==> src/rtl/n64_pkg.sv <==
// Shared constants, response buffer type and sequencer state encoding for the
// N64 response path.
package n64_pkg;

  localparam int RESP_MAX_BYTES = 4;

  localparam logic [7:0] CMD_IDENTITY = 8'h00;
  localparam logic [7:0] CMD_STATUS   = 8'h01;
  localparam logic [7:0] CMD_RESET    = 8'hFF;

  localparam logic [7:0] ID_BYTE0 = 8'h05;
  localparam logic [7:0] ID_BYTE1 = 8'h00;
  localparam logic [7:0] ID_BYTE2 = 8'h02;

  // Element 0 is transmitted first.
  typedef logic [RESP_MAX_BYTES-1:0][7:0] resp_buf_t;

  typedef enum logic [3:0] {
    ST_IDLE,
    ST_TURN,
    ST_LOAD,
    ST_PULSE,
    ST_SETTLE,
    ST_WAIT,
    ST_STOP_PULSE,
    ST_STOP_SETTLE,
    ST_STOP_WAIT
  } state_t;

endpackage

==> src/rtl/n64_resp_rom.sv <==
// Combinational command decode: maps a command code plus live controller state
// to the response length, the response bytes and a supported flag.
module n64_resp_rom
  import n64_pkg::*;
(
  input  logic [7:0]  cmd_byte,
  input  logic [15:0] buttons,
  input  logic [7:0]  joy_x,
  input  logic [7:0]  joy_y,
  output logic [2:0]  len,
  output resp_buf_t   resp,
  output logic        supported
);

  always_comb begin
    len       = 3'd0;
    resp      = '0;
    supported = 1'b0;
    case (cmd_byte)
      CMD_IDENTITY, CMD_RESET: begin
        len       = 3'd3;
        resp[0]   = ID_BYTE0;
        resp[1]   = ID_BYTE1;
        resp[2]   = ID_BYTE2;
        supported = 1'b1;
      end
      CMD_STATUS: begin
        len       = 3'd4;
        resp[0]   = buttons[15:8];
        resp[1]   = buttons[7:0];
        resp[2]   = joy_x;
        resp[3]   = joy_y;
        supported = 1'b1;
      end
      default: ;
    endcase
  end

endmodule

==> src/rtl/n64_response_sequencer.sv <==
// Response sequencer: turnaround gap, byte-by-byte transmit, stop bit.
// Optional transmitter watchdog enabled by defining N64_TX_WATCHDOG_EN.
//
// state       | meaning
// IDLE        | waiting for a command
// TURN        | turnaround gap before the first byte
// LOAD        | present buf[idx] on tx_byte
// PULSE       | byte transmitter start pulse
// SETTLE      | blanking cycle while tx_byte_busy rises
// WAIT        | waiting for the byte transmitter to finish
// STOP_PULSE  | stop-bit transmitter start pulse, line owned by stop tx
// STOP_SETTLE | blanking cycle while tx_stop_busy rises
// STOP_WAIT   | waiting for the stop-bit transmitter to finish
module n64_response_sequencer
  import n64_pkg::*;
#(
  parameter int TURNAROUND_CYCLES = 100,
  parameter int WDOG_CYCLES       = 4096
) (
  input  logic        sys_clk,
  input  logic        rst,
  input  logic        cmd_valid,
  input  logic [7:0]  cmd_byte,
  input  logic [15:0] buttons,
  input  logic [7:0]  joy_x,
  input  logic [7:0]  joy_y,
  output logic [7:0]  tx_byte,
  output logic        tx_byte_trigger,
  input  logic        tx_byte_busy,
  output logic        tx_stop_trigger,
  input  logic        tx_stop_busy,
  output logic        tx_sel,
  output logic        busy,
  output logic        cmd_dropped,
  output logic        cmd_unsupported,
  output logic        tx_error
);

`ifdef N64_TX_WATCHDOG_EN
  localparam bit WDOG_EN = 1'b1;
`else
  localparam bit WDOG_EN = 1'b0;
`endif

  localparam int TURN_W = $clog2(TURNAROUND_CYCLES + 1);
  localparam logic [TURN_W-1:0] TURN_LOAD = TURN_W'(TURNAROUND_CYCLES - 1);
  localparam int WDOG_W = $clog2(WDOG_CYCLES + 1);
  localparam logic [WDOG_W-1:0] WDOG_LAST = WDOG_W'(WDOG_CYCLES - 1);

  state_t            state_q, state_d;
  logic [1:0]        idx_q, idx_d;
  logic [TURN_W-1:0] turn_q, turn_d;
  logic [WDOG_W-1:0] wdog_q, wdog_d;
  resp_buf_t         resp_q, resp_d;
  logic [2:0]        len_q, len_d;
  logic [7:0]        tx_byte_q, tx_byte_d;
  logic              dropped_q, dropped_d;
  logic              unsup_q, unsup_d;
  logic              err_q, err_d;

  logic [2:0]        rom_len;
  resp_buf_t         rom_resp;
  logic              rom_supported;
  logic              last_byte;
  logic              waiting;
  logic              wdog_hit;

  n64_resp_rom u_rom (
    .cmd_byte  (cmd_byte),
    .buttons   (buttons),
    .joy_x     (joy_x),
    .joy_y     (joy_y),
    .len       (rom_len),
    .resp      (rom_resp),
    .supported (rom_supported)
  );

  assign last_byte = ({1'b0, idx_q} == (len_q - 3'd1));
  assign waiting   = (state_q == ST_WAIT) || (state_q == ST_STOP_WAIT);
  assign wdog_hit  = WDOG_EN && (wdog_q == WDOG_LAST) &&
                     (((state_q == ST_WAIT) && tx_byte_busy) ||
                      ((state_q == ST_STOP_WAIT) && tx_stop_busy));

  always_ff @(posedge sys_clk) begin
    if (rst) begin
      state_q   <= ST_IDLE;
      idx_q     <= '0;
      turn_q    <= '0;
      wdog_q    <= '0;
      resp_q    <= '0;
      len_q     <= '0;
      tx_byte_q <= '0;
      dropped_q <= 1'b0;
      unsup_q   <= 1'b0;
      err_q     <= 1'b0;
    end else begin
      state_q   <= state_d;
      idx_q     <= idx_d;
      turn_q    <= turn_d;
      wdog_q    <= wdog_d;
      resp_q    <= resp_d;
      len_q     <= len_d;
      tx_byte_q <= tx_byte_d;
      dropped_q <= dropped_d;
      unsup_q   <= unsup_d;
      err_q     <= err_d;
    end
  end

  always_comb begin
    state_d   = state_q;
    idx_d     = idx_q;
    turn_d    = turn_q;
    resp_d    = resp_q;
    len_d     = len_q;
    tx_byte_d = tx_byte_q;
    unsup_d   = 1'b0;
    err_d     = 1'b0;
    dropped_d = cmd_valid && (state_q != ST_IDLE);

    case (state_q)
      ST_IDLE: begin
        if (cmd_valid) begin
          if (rom_supported) begin
            resp_d  = rom_resp;
            len_d   = rom_len;
            idx_d   = 2'd0;
            turn_d  = TURN_LOAD;
            state_d = ST_TURN;
          end else begin
            unsup_d = 1'b1;
          end
        end
      end
      ST_TURN: begin
        if (turn_q == '0) begin
          tx_byte_d = resp_q[idx_q];
          state_d   = ST_LOAD;
        end else begin
          turn_d = turn_q - 1'b1;
        end
      end
      ST_LOAD:   state_d = ST_PULSE;
      ST_PULSE:  state_d = ST_SETTLE;
      ST_SETTLE: state_d = ST_WAIT;
      ST_WAIT: begin
        if (!tx_byte_busy) begin
          if (last_byte) begin
            state_d = ST_STOP_PULSE;
          end else begin
            // tx_byte changes on LOAD entry so it is stable through PULSE.
            idx_d     = idx_q + 2'd1;
            tx_byte_d = resp_q[idx_q + 2'd1];
            state_d   = ST_LOAD;
          end
        end
      end
      ST_STOP_PULSE:  state_d = ST_STOP_SETTLE;
      ST_STOP_SETTLE: state_d = ST_STOP_WAIT;
      ST_STOP_WAIT: begin
        if (!tx_stop_busy) state_d = ST_IDLE;
      end
      default: state_d = ST_IDLE;
    endcase

    if (wdog_hit) begin
      state_d = ST_IDLE;
      err_d   = 1'b1;
    end

    wdog_d = (waiting && (state_d == state_q)) ? wdog_q + 1'b1 : '0;
  end

  assign tx_byte         = tx_byte_q;
  assign tx_byte_trigger = (state_q == ST_PULSE);
  assign tx_stop_trigger = (state_q == ST_STOP_PULSE);
  assign tx_sel          = (state_q == ST_STOP_PULSE) || (state_q == ST_STOP_SETTLE) ||
                           (state_q == ST_STOP_WAIT);
  assign busy            = (state_q != ST_IDLE);
  assign cmd_dropped     = dropped_q;
  assign cmd_unsupported = unsup_q;
  assign tx_error        = WDOG_EN ? err_q : 1'b0;

endmodule

==> config.mk <==
export PLATFORM = sky130hd
export DESIGN_NAME = n64_response_sequencer
export DESIGN_NICKNAME = d
export VERILOG_FILES = /design/src/rtl/n64_pkg.sv /design/src/rtl/n64_resp_rom.sv /design/src/rtl/n64_response_sequencer.sv
export SDC_FILE = /design/constraint.sdc
export NUM_CORES = 1
export LEC_CHECK = 0
export CORE_AREA = 2 2 109 111
export DETAILED_ROUTE_END_ITERATION = 7
export DIE_AREA = 0 0 111 113
export PLACE_DENSITY = 0.59
export SETUP_SLACK_MARGIN = 0.2
export SLEW_MARGIN = 20
export SYNTH_ARGS = -nofsm -noshare
export SYNTH_HDL_FRONTEND = slang
export SYNTH_HIERARCHICAL = 1
export SYNTH_SLANG_ARGS = --single-unit
export TNS_END_PERCENT = 10
==> constraint.sdc <==
create_clock -name sys_clk -period 2.3 [get_ports sys_clk]
set_input_delay 0.575 -clock sys_clk [delete_from_list [all_inputs] [get_ports sys_clk]]
set_output_delay 0.575 -clock sys_clk [all_outputs]
set_load 0.03 [all_outputs]
* After elaboration in Yosys (flattened, before gate mapping) *
Cells that the tools add are included.

cells by class
  $add $sub $neg = 3
  order comparisons = 2
  equal/unequal tests = 18
  mux-type cells = 29
  bitwise logic cells = 2
  reductions and logical operators = 18

operators with widths
  cell                 number
  $mux 8               6
  $pmux 24 s2          1
  $pmux 4 s9           1
  $bmux 8 s2           2
  $mux 7               3
  $mux 4               5
  $eq 4x3->1 const B   4
  $pmux 8 s2           1
  $ne 2x2->1 const B   7
  $pmux 7 s2           1
  $reduce_and 5->1     2
  $eq 4x2->1 const B   2
  $eq 8x1->1 const B   1
  $eq 8x8->1 const B   1
  $logic_not 8->1      1
  $mux 2               4
  $reduce_and 4->1     2
  $logic_not 7->1      1
  $sub 7x1->7 const B  1
  $lt 2x3->1 const B   2
  $pmux 3 s2           1
  $reduce_bool 2->1    3
  $reduce_or 3->1      2
  $eq 4x1->1 const B   1
  other kinds (14)     17

storage, ports and cells
  register bits after elaboration = 58
  input port bits = 45
  output and inout bits = 15
  logic and storage cells = 83

* Logic depth before layout (Yosys ltp) *
  depth after elaboration = 6
  mapped depth = 8
  depth with buffers taken out = 7

* Modules after synthesis *
The synthesis kept the hierarchy.

by module, submodules not included
  module                  instances  cells an instance  area each (µm²)  seq. area each (µm²)
  n64_response_sequencer  1          323                2996.6           1161.1
  n64_resp_rom            1          49                 324.1            0.0

* Worst setup path after synthesis *
OpenSTA, ideal clock, no wires.

  kind = register to output
  start = reg state_q[0]
  end = out tx_byte_trigger
  arrival time = 1.594 ns
  required time = 1.725 ns
  setup slack = 0.131 ns
  stages on the path, launching flop included = 4
  buffers on the path = 1
  cells stage by stage = dfxtp_1 buf_2 inv_1 nor4b_1

between the ends
  cells in the longest elaborated chain, start to end = 1

RTL lines
  what                      line                           text
  start: declaration        n64_response_sequencer.sv:50   state_t state_q, state_d;
  start signal: assignment  n64_response_sequencer.sv:97   state_q <= state_d;
  $eq 4x2->1                n64_response_sequencer.sv:175  assign tx_byte_trigger = (state_q == ST_PULSE);
  end: declaration          n64_response_sequencer.sv:28   output logic tx_byte_trigger,

Every way passes these cells.

* Worst setup path in the final report *
  start = reg state_q[2]
  end = out tx_stop_trigger

between the ends
  cells in the longest elaborated chain, start to end = 1

RTL lines
  what              line                           text
  $eq 4x3->1        n64_response_sequencer.sv:176  assign tx_stop_trigger = (state_q == ST_STOP_PULSE);
  end: declaration  n64_response_sequencer.sv:30   output logic tx_stop_trigger,

Every way passes these cells.

==> run_results.csv <==
group,metric,value,unit
worst_setup_path,end_kind,"output pin",
floorplan,dieArea,12500,sq um
detailed_routing,viasPerCell,4.87,
timing,rsz0062_at_grt,"yes",
clock_tree,cts_tree,"built",
detailed_routing,dr.pass1.iters,4,
finish,nets,491,
yosys,synth_edf_count,0,
timing,hold-worst-slack,0.457,ns
yosys,synth_cell_type_count,60,
worst_setup_path,cp.arrival,1.50,ns
grt,grt-ovfl-total,0,
placement,dp_cells,563,
clock_tree,cts-root-buf,"clkbuf_16",
timing,maxSlewViolCount,0,
detailed_routing,wl_per_cell,14.3,um
placement,io_buffers,58,
yosys,synth_top_area_cell,"dfxtp_1",
detailed_routing,vias,2881,
yosys,syn_avg_cell_area,8.93,sq um
grt,grt_max_degree,46,
timing,finalSetupViolations,0,
finish,regArea,1170,sq um
yosys,syn_nets,420,
timing,tns,0,ns
placement,gp_congestion,0.759,
worst_setup_path,cp_slowest_cell,"dfxtp_2",
worst_setup_path,cp_max_fo,9,
worst_setup_path,crit_required,1.73,ns
job,cap_violations,0,
timing,setup_ws,0.222,ns
timing,post-route-min-period,2.08,ns
yosys,netlist_instances,372,
worst_setup_path,critPathLaunchType,"flip-flop",
detailed_routing,wl,8450,um
timing,relSlewSlack,41.3,%
timing,finalHoldViolations,0,
pwr,leakage,1.70,nW
yosys,ys_warn_count,6,
detailed_routing,postRouteAntennaNets,0,
floorplan,placementRows,39,
placement,dp_hpwl,5600,um
finish,layout-drive-gt1-share,25.4,%
pwr,worst_ir_drop_vdd,0.388,mV
clock_tree,h-tree-depth,3,
yosys,seq_area_frac_synth,35.0,%
worst_setup_path,path_class,"flip-flop to output pin",
grt,grtUsageTotal,12.9,%
clock_tree,cts_hold_buf,0,
timing,fmax,481,MHz
worst_setup_path,worst_path_largest_cell_delay,0.48,ns
timing,skew,0.00946,ns
finish,num_antenna_cells,0,
clock_tree,insertion_delay,0.33,ns
floorplan,start_util,29.5,%
clock_tree,clkSinkCount,58,
placement,dpl_cell_area,4070,sq um
finish,n_fill_cell,1084,
yosys,yosysTopAreaCellShare,35.0,%
finish,stdcell_count,591,
yosys,yosys_register_bits,58,
finish,multi_input_area,2020,sq um
finish,areaGrowthSynthToFinish,41.5,%
pwr,power_density,656,nW/um^2
grt,grt_pass1_wl,13100,um
hold_path,hold_class,"flip-flop to flip-flop",
floorplan,io_pins,60,
clock_tree,numCtsBuffers,9,
finish,final_util,41.7,%
placement,pre_cts_slack,-0.229,ns
floorplan,die_h,113,um
timing,period_share,90.3,%
timing,worst-slew-pin-transition,0.880,ns
yosys,synth_flop_cell,"dfxtp_1",
worst_setup_path,crit_chain,"nand3b_1, nor2_1, dlygate4sd2_1",
detailed_routing,drt-initial-drc-count,135,
yosys,async_flop_share,0,%
clock_tree,clockBufferDepth,2,
grt,grt_pass1_vias,2670,
detailed_routing,drc,0,
finish,final_area,4700,sq um
yosys,synth_area_leaders,"dfxtp_1, mux4_2, nand2_1",
floorplan,core,11300,sq um
pwr,finalPower,3.08,mW
grt,antenna_found_initial,0,
clock_tree,clk_pin_slew,0.05,ns
yosys,syn_area,3320,sq um
outcome,outcome,"complete, no violations",
floorplan,die_w,111,um
[repair_timing]
action	in CTS	in global routing
gates cloned	2	2
setup endpoints to repair	55	58
pin swaps	4	10
resized for setup	17	29
setup buffers	3	5
[Yosys cell counts, drive strengths merged (2+ instances only)]
master	instances
a21oi	38
or3	3
a221oi	8
o41ai	2
clkbuf	9
a31o	2
and2b	4
nor4	3
or2	3
inv	19
a211oi	9
and2	30
a2111oi	2
dfxtp	58
nand2	77
buf	21
nand3	2
nor4b	2
nand4	4
nand3b	2
mux4	16
xor2	4
nor3	10
ha	3
o21ai	5
nor2b	5
nor2	9
xnor2	3
nand4b	2
[layout make-up]
class                           instances  share of cell area, %
Multi-Input combinational cell        267                   42.9
Sequential cell                        58                   24.9
Timing Repair Buffer                   88                   19.3
Clock buffer                           11                   5.38
Tap cell                              143                   3.81
Clock inverter                          5                   2.13
Inverter                               19                   1.52
[where the power goes]
group	total (mW)	internal (mW)	switching [mW]
logic	0.458	0.223	0.235
registers	1.06	1.04	0.0240
clock network	1.56	1.11	0.452
[worst paths after layout]
path	start	to	slack (ns)	depth (start not counted)
hold reg to reg	len_q[1]	len_q[1]	0.46	2
setup / recovery	state_q[2]	tx_stop_trigger	0.22	3
setup reg to reg	len_q[0]	tx_byte[7]	0.27	7
hold / removal	len_q[1]	len_q[1]	0.46	2
[cell families after synthesis]
logic type	after synthesis	share of synthesized area, %
compound gates	75	16.3
other cells	1	0.113
xor+xnor	7	1.85
buf+inv	49	7.69
flops	58	35.0
simple gates	163	27.1
fa+ha+maj	3	1.13
mux	16	10.9
[registers in the layout (all words and copies together), names as in the netlist]
name / count
cmd_dropped: 1
state_q: 4
idx_q: 2
cmd_unsupported: 1
tx_byte: 8
turn_q: 7
resp_q: 32
len_q: 3
[routing by layer]
layer	global-route usage, %	vias up	share of wire (%)
met5	0	-	0
met4	5.00	0	1.4
met3	3.05	7	4.0
met2	19.7	73	46
met1	17.8	1349	49
li1	-	1452	-
[critical path, delay by kind of cell (launching register included)]
kind,cells,cell delay (ns)
simple gates,2,0.29
buf+inv,1,0.41
flops,1,0.48
[placed cells by master, fill, tap and decap left out, types with 3 or more instances in the layout]
| cell type | netlist | routed |
|---|---|---|
| nor2b_1 | 5 | 5 |
| nor2_1 | 8 | 8 |
| xor2_1 | 4 | 4 |
| o21ai_0 | 5 | 5 |
| a21oi_2 | 0 | 4 |
| ha_1 | 3 | 3 |
| a21oi_1 | 38 | 34 |
| clkbuf_16 | 0 | 10 |
| mux4_2 | 16 | 16 |
| buf_4 | 4 | 21 |
| bufinv_16 | 0 | 3 |
| nor3_1 | 10 | 9 |
| buf_6 | 6 | 5 |
| dlymetal6s2s_1 | 0 | 7 |
| inv_1 | 18 | 18 |
| and2b_1 | 4 | 4 |
| a221oi_1 | 8 | 7 |
| a211oi_2 | 8 | 8 |
| and2_2 | 9 | 9 |
| and2_1 | 21 | 20 |
| clkdlybuf4s50_1 | 0 | 46 |
| or3_1 | 3 | 3 |
| nor4_4 | 1 | 3 |
| xnor2_1 | 3 | 3 |
| nand4_1 | 3 | 3 |
| buf_12 | 0 | 3 |
| dfxtp_1 | 58 | 54 |
| nand2_1 | 77 | 75 |
Note: power is estimated with default switching activity, not from simulation.
